<file path="src/rtl/sbio_arb_pkg.sv">
// rtl/sbio_arb_pkg.sv - shared state encoding, direction values and counter width for the SB_IO pad arbiter
package sbio_arb_pkg;

    localparam int CNT_W = 3;

    typedef enum logic [2:0] {
        ST_IDLE,
        ST_TURN,
        ST_DRIVE,
        ST_SAMPLE,
        ST_DONE
    } arb_state_t;

    localparam logic DIR_RD = 1'b0;
    localparam logic DIR_WR = 1'b1;

endpackage

</file>
<file path="src/rtl/sbio_arb_pick.sv">
// rtl/sbio_arb_pick.sv - two-input grant logic; round-robin when SBIO_ARB_RR_EN is defined, fixed priority otherwise
module sbio_arb_pick (
`ifdef SBIO_ARB_RR_EN
    input  logic clk,
    input  logic reset,
    input  logic take,
`endif
    input  logic req0,
    input  logic req1,
    output logic win,
    output logic valid
);

    assign valid = req0 | req1;

`ifdef SBIO_ARB_RR_EN
    // ptr_q names the requester that wins a tie; it moves away from each winner
    logic ptr_q;

    assign win = (req0 && req1) ? ptr_q : !req0;

    always_ff @(posedge clk) begin
        if (reset) begin
            ptr_q <= 1'b0;
        end else if (take && valid) begin
            ptr_q <= ~win;
        end
    end
`else
    assign win = !req0;
`endif

endmodule

</file>
<file path="src/rtl/sbio_bus_arb.sv">
// rtl/sbio_bus_arb.sv - shares one bidirectional SB_IO pad bank between two requesters with turnaround dead cycles
// Arbitration mode selected by SBIO_ARB_RR_EN (round-robin when defined, fixed priority otherwise).
module sbio_bus_arb
    import sbio_arb_pkg::*;
#(
    parameter int WIDTH  = 8,
    parameter int TURN   = 1,
    parameter int RD_LAT = 1
) (
    input  logic             clk,
    input  logic             reset,
    input  logic             req0,
    input  logic             req1,
    input  logic             we0,
    input  logic             we1,
    input  logic [WIDTH-1:0] wdata0,
    input  logic [WIDTH-1:0] wdata1,
    output logic             ack0,
    output logic             ack1,
    output logic [WIDTH-1:0] rdata,
    output logic             pin_oe,
    output logic [WIDTH-1:0] pin_dout,
    input  logic [WIDTH-1:0] pin_din
);

    localparam logic [CNT_W-1:0] TURN_LAST = CNT_W'(TURN - 1);
    localparam logic [CNT_W-1:0] RD_LAST   = CNT_W'(RD_LAT);
    localparam logic [CNT_W-1:0] CNT_ONE   = CNT_W'(1);

    arb_state_t       state_q, state_n;
    logic [CNT_W-1:0] cnt_q, cnt_n;
    logic             dir_q, dir_n;
    logic             win_q, win_n;
    logic             we_q, we_n;
    logic [WIDTH-1:0] wdata_q, wdata_n;
    logic             mask0_q, mask1_q;
    logic             pick_win, pick_valid;

    // A requester acked last cycle still shows its old req for one cycle
    sbio_arb_pick u_pick (
`ifdef SBIO_ARB_RR_EN
        .clk   (clk),
        .reset (reset),
        .take  (state_q == ST_IDLE),
`endif
        .req0  (req0 & ~mask0_q),
        .req1  (req1 & ~mask1_q),
        .win   (pick_win),
        .valid (pick_valid)
    );

    always_comb begin
        state_n = state_q;
        cnt_n   = cnt_q;
        dir_n   = dir_q;
        win_n   = win_q;
        we_n    = we_q;
        wdata_n = wdata_q;
        case (state_q)
            ST_IDLE: begin
                if (pick_valid) begin
                    win_n   = pick_win;
                    we_n    = pick_win ? we1 : we0;
                    wdata_n = pick_win ? wdata1 : wdata0;
                    cnt_n   = '0;
                    if (we_n != dir_q) begin
                        dir_n   = we_n;
                        state_n = ST_TURN;
                    end else begin
                        state_n = (we_n == DIR_WR) ? ST_DRIVE : ST_SAMPLE;
                    end
                end
            end
            ST_TURN: begin
                if (cnt_q == TURN_LAST) begin
                    cnt_n   = '0;
                    state_n = (we_q == DIR_WR) ? ST_DRIVE : ST_SAMPLE;
                end else begin
                    cnt_n = cnt_q + CNT_ONE;
                end
            end
            ST_DRIVE: state_n = ST_IDLE;
            ST_SAMPLE: begin
                if (cnt_q == RD_LAST) begin
                    cnt_n   = '0;
                    state_n = ST_DONE;
                end else begin
                    cnt_n = cnt_q + CNT_ONE;
                end
            end
            ST_DONE: state_n = ST_IDLE;
            default: state_n = ST_IDLE;
        endcase
    end

    // Pad and ack outputs are registered from the next state so they line up with it
    always_ff @(posedge clk) begin
        if (reset) begin
            state_q  <= ST_IDLE;
            cnt_q    <= '0;
            dir_q    <= DIR_RD;
            win_q    <= 1'b0;
            we_q     <= 1'b0;
            wdata_q  <= '0;
            mask0_q  <= 1'b0;
            mask1_q  <= 1'b0;
            ack0     <= 1'b0;
            ack1     <= 1'b0;
            rdata    <= '0;
            pin_oe   <= 1'b0;
            pin_dout <= '0;
        end else begin
            state_q <= state_n;
            cnt_q   <= cnt_n;
            dir_q   <= dir_n;
            win_q   <= win_n;
            we_q    <= we_n;
            wdata_q <= wdata_n;
            mask0_q <= ack0;
            mask1_q <= ack1;
            ack0    <= ((state_n == ST_DRIVE) || (state_n == ST_DONE)) && !win_n;
            ack1    <= ((state_n == ST_DRIVE) || (state_n == ST_DONE)) && win_n;
            pin_oe  <= (state_n == ST_DRIVE);
            if (state_n == ST_DRIVE) begin
                pin_dout <= wdata_n;
            end
            if ((state_q == ST_SAMPLE) && (cnt_q == RD_LAST)) begin
                rdata <= pin_din;
            end
        end
    end

endmodule

</file>
<file path="config.mk">
export PLATFORM = sky130hd
export DESIGN_NAME = sbio_bus_arb
export DESIGN_NICKNAME = d
export VERILOG_FILES = /design/src/rtl/sbio_arb_pkg.sv /design/src/rtl/sbio_arb_pick.sv /design/src/rtl/sbio_bus_arb.sv
export SDC_FILE = /design/constraint.sdc
export NUM_CORES = 1
export LEC_CHECK = 0
export ABC_AREA = 1
export BUFFER_PORTS_ARGS = -buffer_cell sky130_fd_sc_hd__buf_2
export CAP_MARGIN = 20
export CORE_MARGIN = 2
export CORE_UTILIZATION = 56
export CTS_CLUSTER_SIZE = 24
export DETAILED_ROUTE_END_ITERATION = 8
export HOLD_SLACK_MARGIN = 0.02
export MAX_ROUTING_LAYER = met4
export PLACE_DENSITY = 0.85
export SKIP_CTS_REPAIR_TIMING = 1
export SLEW_MARGIN = 20
export SYNTH_ARGS = -nofsm -noshare
export SYNTH_HDL_FRONTEND = slang
export SYNTH_SLANG_ARGS = --single-unit
</file>
<file path="constraint.sdc">
create_clock -name clk -period 5.1 [get_ports clk]
set_input_delay 1.02 -clock clk [delete_from_list [all_inputs] [get_ports clk]]
set_output_delay 1.02 -clock clk [all_outputs]
set_load 0.01 [all_outputs]
</file>
# Word level (Yosys, flattened, before mapping)
# Cells that the tools add are included.
# word_totals
register_bits	38
input_bits	30
output_inout_bits	19
wordCells	55
# classes
n_addsub	1
eq_ne	7
mux	17
bitwise_logic	5
n_reduce_logical	12
# op_table
cell	n
$mux 8	3
$mux 3	6
$pmux 3 s3	2
$eq 3x1->1 const B	2
$eq 3x2->1 const B	2
$logic_not 3->1	2
$mux 1	5
$reduce_and 2->1	2
$add 3x1->3 const B	1
$eq 3x3->1 const B	1
$logic_and 1x1->1	3
$reduce_and 3->1	1
$reduce_bool 3->1	1
$and 1x1->1	2
$logic_not 1->1	2
$mux 2	1
$ne 2x2->1 const B	1
$not 1->1	2
$logic_or 1x1->1	1
$ne 1x1->1	1
$or 1x1->1	1

# Depth between registers and ports, before layout
# Gate-level depths: netlist of run 1.
# logic_depth
ltp_word	10
mapped_depth	12
depth_no_buf	10

# Modules after synthesis
# Synthesis of run 1 repeated with hierarchy kept, for this count alone.
# unflattened
cells_unflattened	238
area_unflattened_um2	1726.7
# by_module_without_submodules
module	n_inst	cells_per_inst	area_each_um2	seq_area_each_um2
sbio_bus_arb	1	235	1712.9	760.7
sbio_arb_pick	1	3	13.8	0.0

# Worst setup path after synthesis of run 1
# OpenSTA, ideal clock, no wires.
# synth_timing
path_type	input-to-reg
from	input port req0
to	register pin_dout[7]
setup_time_ps	113
t_arrival_ps	2334
required_ps	4987
path_slack_ps	2653
cell_stages	12
path_buffers	3
path_cell_list	buf_6 -> nand2_4 -> buf_2 -> nand2_1 -> nand2_1 -> ha_1 -> nand3b_4 -> nand2_4 -> buf_12 -> nand3_2 -> nand2_1 -> nor2_1
# synth_between
elab_chain_len	7
word_cells_on_any_way	12
cone_classes	eq/ne (2); mux (8); bitwise (2)
# synth_lines
element	line_no	source
start: declaration	sbio_bus_arb.sv:12	input logic req0,
$and 1x1->1 (*)	sbio_bus_arb.sv:46	.req0 (req0 & ~mask0_q),
$mux 1	sbio_bus_arb.sv:63	we_n = pick_win ? we1 : we0;
$mux 1 or $ne 1x1->1 (tied branches)	sbio_bus_arb.sv:70, sbio_bus_arb.sv:66	
$mux 2	sbio_bus_arb.sv:66	if (we_n != dir_q) begin
$mux 3	sbio_bus_arb.sv:61	if (pick_valid) begin
$pmux 3 s3	sbio_bus_arb.sv:59	case (state_q)
$eq 3x2->1	sbio_bus_arb.sv:124	if (state_n == ST_DRIVE) begin
end signal: assignment	sbio_bus_arb.sv:125	pin_dout <= wdata_n;
end: declaration	sbio_bus_arb.sv:22	output logic [WIDTH-1:0] pin_dout,
# Mark *: on every way between the ends. The rest lies on a longest branch, timed or not.
# A chain may end at the register's enable or synchronous reset.

# Worst setup path after layout of run 1
# layout_timing
from	input port req0
to	register pin_dout[1]
# Same word-level chain as after synthesis.

==> out/metrics.yaml, run 1 <==
setup_viol: 0
cp-end-kind: "flop"
vias: 1666
grt_setup_unrepaired: "false"
numCtsBuffers: 5
share_comb_of_total_power_pct: 52.8
ys_seq_area_share_pct: 39.05
worst_pin_slew_ps: 560.0
fin_setup_tns_ps: 0
place_inst: 347
drtAntennaViolNets: 0
rows: 21
rrSetupSlack_ps: 3300
path_buf_inv: 1
globalRoute.totalOverflow: 0
finClkSkew_ps: 8.512
grt_pass1_vias: 1591
dieArea_um2: 3966
slew_headroom_pct: 62.62
grt_pass1_wl_um: 6665
crit_chain: "buf_2 > nand2_4 > nand2_1 > nand2_1 > ha_1 > nand3b_4 > nand2_4 > nand3_1 > nand2_1 > nor2_1"
fin_crit_sh_pct: 43.36
ios: 49
instances_no_fill: 355
routed_wl_um: 3724
r2r-start: "mask0_q"
post_drt_wl_per_cell_um: 10.49
power.switching_uw: 551.6
peakVddDrop_mv: 0.2335
power_frac_clock_pct: 13.3
path_max_fanout: 17
cp.depth: 10
core-area_um2: 3337
cp.required_ps: 5360
worstPathArrival_ps: 2470
path_clk_slew_ps: 110
vias_per_cell: 4.693
netlist_area_um2: 1948
drive_above_1_share_pct: 28.48
area_growth_pct: 13.29
cts_tree: "done"
r2r_end: "pin_dout[1]"
path_class: "primary input to flop"
hold_viol: 0
cts_max_level: 2
die_x_um: 62.98
max_stage_delay_ps: 310
mostFrequentLayoutCell: "nand2_1"
clock_latency_ps: 350
cp_top_family: "simple AND/OR/NAND/NOR gates"
drc: 0
fmax_mhz: 452.3
crit_path_top_delay_cell: "ha_1"
outcome: "complete, no violations"
cts_buffer_depth: 2
layout_common_cells: "53 x nand2_1, 48 x buf_2, 41 x nor2_1, 38 x inv_1, 38 x dfxtp_1"
startpoint: "req0"
fin_crit_ps: 2211
r2r_cells: 10
cp-start-kind: "primary input"
yosysUniqueCellTypes: 31
endpoint: "pin_dout[1]"
antennaDiodeCount: 0
grt_max_degree: 21
die_y_um: 62.98
cts_sinks: 38
nets: 342
clockRootBuffer: "clkbuf_4"
maxSlewViolCount: 0
switching_share_pct: 45.45
io_buffers: 48
track_usage_pct: 21.83
leakage_uw: 0.001189
pwr-share-seq_pct: 33.9
netlist_instances: 265
ys_warn_count: 0
start_util_pct: 58.38
hold_path_class: "flop to flop"
n_fill_cell: 320
first_pass_iters: 4
powerDensity_nw_per_um2: 549.9
antenna_found_initial: 0
drtIter0Drc: 67
crit_top_cell: "nand2_1"
avgSynthCellArea_um2: 7.351
gp_congestion: 0.8075
syn_nets: 299
maxCapViolations: 0
dp_hpwl_um: 2691
ys_seq_elements: 38
p_int_uw: 662.0
==> kinds of logic after synthesis <==
family | synth area share, %
and+or+nand+nor | 35.32
DFF | 39.05
buffers and inverters | 13.17
AOI/OAI and AO/OA | 9.891
adders and majority gates | 2.569
==> per-layer routing <==
layer / track usage [%] / share of wire [%]
met1: 26.02 / 48
met5: - / 0
met2: 36.30 / 47
met4: 8.333 / 1.7
met3: 4.324 / 3.1
==> power by group through the flow <==
stage                     clock (uW)  combinational, uW  sequential [uW]
after floorplan                    0                584              425
after global placement             0                626              415
after detailed placement           0                639              417
after CTS                        166                641              411
after global routing             181                725              419
final                            162                641              411
==> final cells by class <==
class                      count  area, um2  area share (%)
clock buffer                   7      55.05           2.494
clock inverter                 1      5.005          0.2268
inverter                      42      157.7           7.143
sequential                    38      760.7           34.47
multi-input combinational    173      930.9           42.18
timing repair buffer          48      240.2           10.88
tap                           46      57.56           2.608
==> cells in the mapped netlist, drive strengths merged <==
master / instances / area [um2]
a211oi: 2 / 15.01
nand2: 60 / 262.8
clkbuf: 3 / 11.26
nand3: 26 / 140.1
inv: 42 / 157.6
buf: 9 / 87.57
ha: 4 / 50.05
o22ai: 1 / 6.260
nor2: 49 / 232.7
nand3b: 4 / 46.29
and2: 1 / 6.260
a21oi: 13 / 102.6
o211ai: 1 / 7.510
o21ai: 11 / 55.05
a31oi: 1 / 6.260
dfxtp: 38 / 760.7
==> state kept, by name (all words and copies together) (netlist names) <==
name,cells
mask0_q,1
state_q,3
we_q,1
win_q,1
pin_oe,1
cnt_q,3
wdata_q,8
ack1,1
rdata,8
dir_q,1
mask1_q,1
pin_dout,8
ack0,1
==> how the worst min path moves through the flow <==
stage               startpoint       to  slack (ps)  cells past startpoint
floorplan                 we_q     we_q         440                      2
global placement          ack1  mask1_q         410                      2
detailed placement        ack1  mask1_q         410                      2
CTS                       ack1  mask1_q         430                      2
global route              ack1  mask1_q         450                      2
finish                    ack1  mask1_q         430                      2
==> metrics by stage <==
step / hold slack [ps] / total power [uW] / setup WS (ps) / util (%) / area [um2]
after floorplan: 444.1 / 1009 / 2653 / - / 1948
after global placement: 412.7 / 1042 / 2584 / 64.34 / 2147
after detailed placement: 412.0 / 1057 / 2520 / 64.34 / 2147
after CTS: 432.3 / 1218 / 2910 / 66.14 / 2207
after global routing: 447.0 / 1325 / 2749 / 66.14 / 2207
final: 429.4 / 1214 / 2889 / 66.14 / 2207
==> worst min-delay path, stage by stage (launching register included) <==
cell     delay, ps
dfxtp_1        320
inv_1           50
nor2_1          30
No activity file was read; power rests on OpenSTA's default activity.
==> inputs of run 2 (changes only) <==
--- a/config.mk
+++ b/config.mk
@@ -9,12 +9,12 @@
 export BUFFER_PORTS_ARGS = -buffer_cell sky130_fd_sc_hd__buf_2
 export CAP_MARGIN = 20
 export CORE_MARGIN = 2
-export CORE_UTILIZATION = 56
+export CORE_UTILIZATION = 47
 export CTS_CLUSTER_SIZE = 24
 export DETAILED_ROUTE_END_ITERATION = 8
 export HOLD_SLACK_MARGIN = 0.02
 export MAX_ROUTING_LAYER = met4
-export PLACE_DENSITY = 0.85
+export PLACE_DENSITY = 0.77
 export SKIP_CTS_REPAIR_TIMING = 1
 export SLEW_MARGIN = 20
 export SYNTH_ARGS = -nofsm -noshare
==> constraint.sdc (replaced) <==
create_clock -name clk -period 1.8 [get_ports clk]
set_input_delay 0.36 -clock clk [delete_from_list [all_inputs] [get_ports clk]]
set_output_delay 0.36 -clock clk [all_outputs]
set_load 0.01 [all_outputs]
==> out/metrics.yaml, run 2 (synthesized netlist as in run 1, its figures left out) <==
cts_tree: "done"
fmax_mhz: 587.5
cts_buffer_depth: 2  # unchanged
path_max_fanout: 11  # -6
share_comb_of_total_power_pct: 53.1  # +0.3 points
cp.required_ps: 1980  # -3380 ps
cts_max_level: 2  # unchanged
r2r_cells: 10  # unchanged
multi_input_area_um2: 943.4  # +1.3%
powerDensity_nw_per_um2: 1680  # +210%
clockRootBuffer: "clkbuf_8"
routed_wl_um: 4156  # +12%
fin_setup_tns_ps: 0  # unchanged
finClkSkew_ps: 2.136  # -6.376 ps
power.switching_uw: 1662  # +200%
globalRoute.totalOverflow: 0  # unchanged
reg_top3: "pin_dout (8), rdata (8), wdata_q (8)"
r2r-start: "mask0_q"
mostFrequentLayoutCell: "nand2_1"
worst_pin_slew_ps: 404.3  # -155.7 ps
instances_no_fill: 370  # +4.2%
pwr-share-seq_pct: 29.4  # -4.5 points
numCtsBuffers: 5  # unchanged
r2r_end: "pin_dout[1]"
cp-start-kind: "flop"
seq_area_um2: 760.7  # unchanged
grt_pass1_vias: 1738  # +9.2%
drtAntennaViolNets: 0  # unchanged
cts_sinks: 38  # unchanged
track_usage_pct: 20.21  # -1.6 points
maxCapViolations: 0  # unchanged
drive_above_1_share_pct: 30.94  # +2.5 points
maxSlewViolCount: 0  # unchanged
crit_path_top_delay_cell: "dfxtp_1"
first_pass_iters: 4  # unchanged
gp_congestion: 0.7349  # -9.0%
preCtsSetupSlack_ps: 66.05  # -2453 ps
n_fill_cell: 362  # +13%
leakage_uw: 0.001268  # +6.6%
start_util_pct: 48.70  # -9.7 points
place_inst: 362  # +4.3%
dp_hpwl_um: 3007  # +12%
switching_share_pct: 41.54  # -3.9 points
antennaDiodeCount: 0  # unchanged
layout_common_cells: "53 x nand2_1, 48 x buf_2, 41 x nor2_1, 38 x inv_1, 38 x dfxtp_1"
hold_viol: 0  # unchanged
fin_crit_ps: 1702
fin_ws_ps: 97.76  # -2791 ps
outcome: "complete, no violations"
path_class: "flop to flop"
area_growth_pct: 22.22
peakVddDrop_mv: 0.9960  # +330%
ios: 49  # unchanged
holdPathEnd: "rdata[1]"
grt_pass1_wl_um: 7017  # +5.3%
nets: 353  # +3.2%
die_x_um: 68.38  # +8.6%
path_clk_slew_ps: 70  # -40 ps
hold_start: "pin_din[1]"
clock_latency_ps: 280  # -70 ps
vias: 1748  # +4.9%
hold_depth: 3  # +1
hold_path_class: "primary input to flop"
core-area_um2: 4000  # +20%
drtIter0Drc: 55  # -18%
die_y_um: 68.38  # +8.6%
io_buffers: 48  # unchanged
power_frac_clock_pct: 17.5  # +4.2 points
rows: 23  # +9.5%
antenna_found_initial: 0  # unchanged
drc: 0  # unchanged
dieArea_um2: 4676  # +18%
post_drt_wl_per_cell_um: 11.23  # +7.1%
crit_chain: "inv_4 > nand2_4 > nand2_1 > nand2_1 > ha_4 > nand3b_4 > nand2_4 > buf_12 > a21oi_2 > nor2_1"
vias_per_cell: 4.724  # +0.67%
setup_viol: 0  # unchanged
rrSetupSlack_ps: 100  # -3200 ps
fin_crit_sh_pct: 94.57
max_stage_delay_ps: 330  # +20 ps
slew_headroom_pct: 73.02  # +10 points
cp-end-kind: "flop"
worstPathArrival_ps: 1890  # -580 ps
p_int_uw: 2338  # +250%
grt_max_degree: 21  # unchanged
-- run 2: changes by cell type in the layout (fill, tap and decap cells not counted), sizes merged --
cell	change
clkinv	-1
bufinv	+1
buf	+11
-- run 2: how the worst max path moves through the flow --
stage | start | slack [ps] | to
floorplan | req0 | 10 | pin_dout[7]
global placement | req0 | 130 | pin_dout[1]
detailed placement | req0 | 70 | pin_dout[3]
CTS | mask0_q | 60 | pin_dout[1]
global route | mask0_q | -20 | pin_dout[1]
finish | mask0_q | 100 | pin_dout[1]
-- run 2: critical path: cells and delay by family, from the launching register on --
family          cells  cell delay, ps
flops               1             330
simple gates        6             540
compound gates      1             140
fa+ha+maj           1             310
buf+inv             2             280
-- run 2: final cells by class --
| cell class | instances | share of cell area (%) |
|---|---|---|
| clock inverter | 1 | 1.261 |
| multi-input combinational | 173 | 39.62 |
| clock buffer | 7 | 3.205 |
| inverter | 42 | 6.726 |
| timing repair buffer | 59 | 14.61 |
| sequential | 38 | 31.95 |
| tap | 50 | 2.627 |
-- run 2: layer usage --
layer / GRT usage [%] / wire length [um] / up-vias / part of all wire, %
met5: - / 0 / - / 0
met4: 4.500 / 27 / 0 / 0.65
met3: 4.934 / 165 / 3 / 4.0
met2: 36.06 / 2145 / 40 / 52
met1: 22.63 / 1818 / 788 / 44
li1: - / - / 917 / -
-- run 2: stage by stage --
stage | total power (uW) | util, % | instance area [um2] | hold WS, ps
finish | 4000 | 59.52 | 2381 | 290.2
detailed placement | 3280 | 56.49 | 2260 | 418.3
global route | 4321 | 59.52 | 2381 | 307.7
floorplan | 2859 | - | 1948 | 444.1
global placement | 3225 | 56.49 | 2260 | 415.1
CTS | 3993 | 59.15 | 2366 | 291.6
-- run 2: power by group through the flow --
stage               combinational [uW]  sequential [uW]  clock, uW
floorplan                         1660             1200          0
global placement                  2050             1180          0
detailed placement                2090             1190          0
CTS                               2120             1170        705
global route                      2380             1190        744
finish                            2130             1170        700
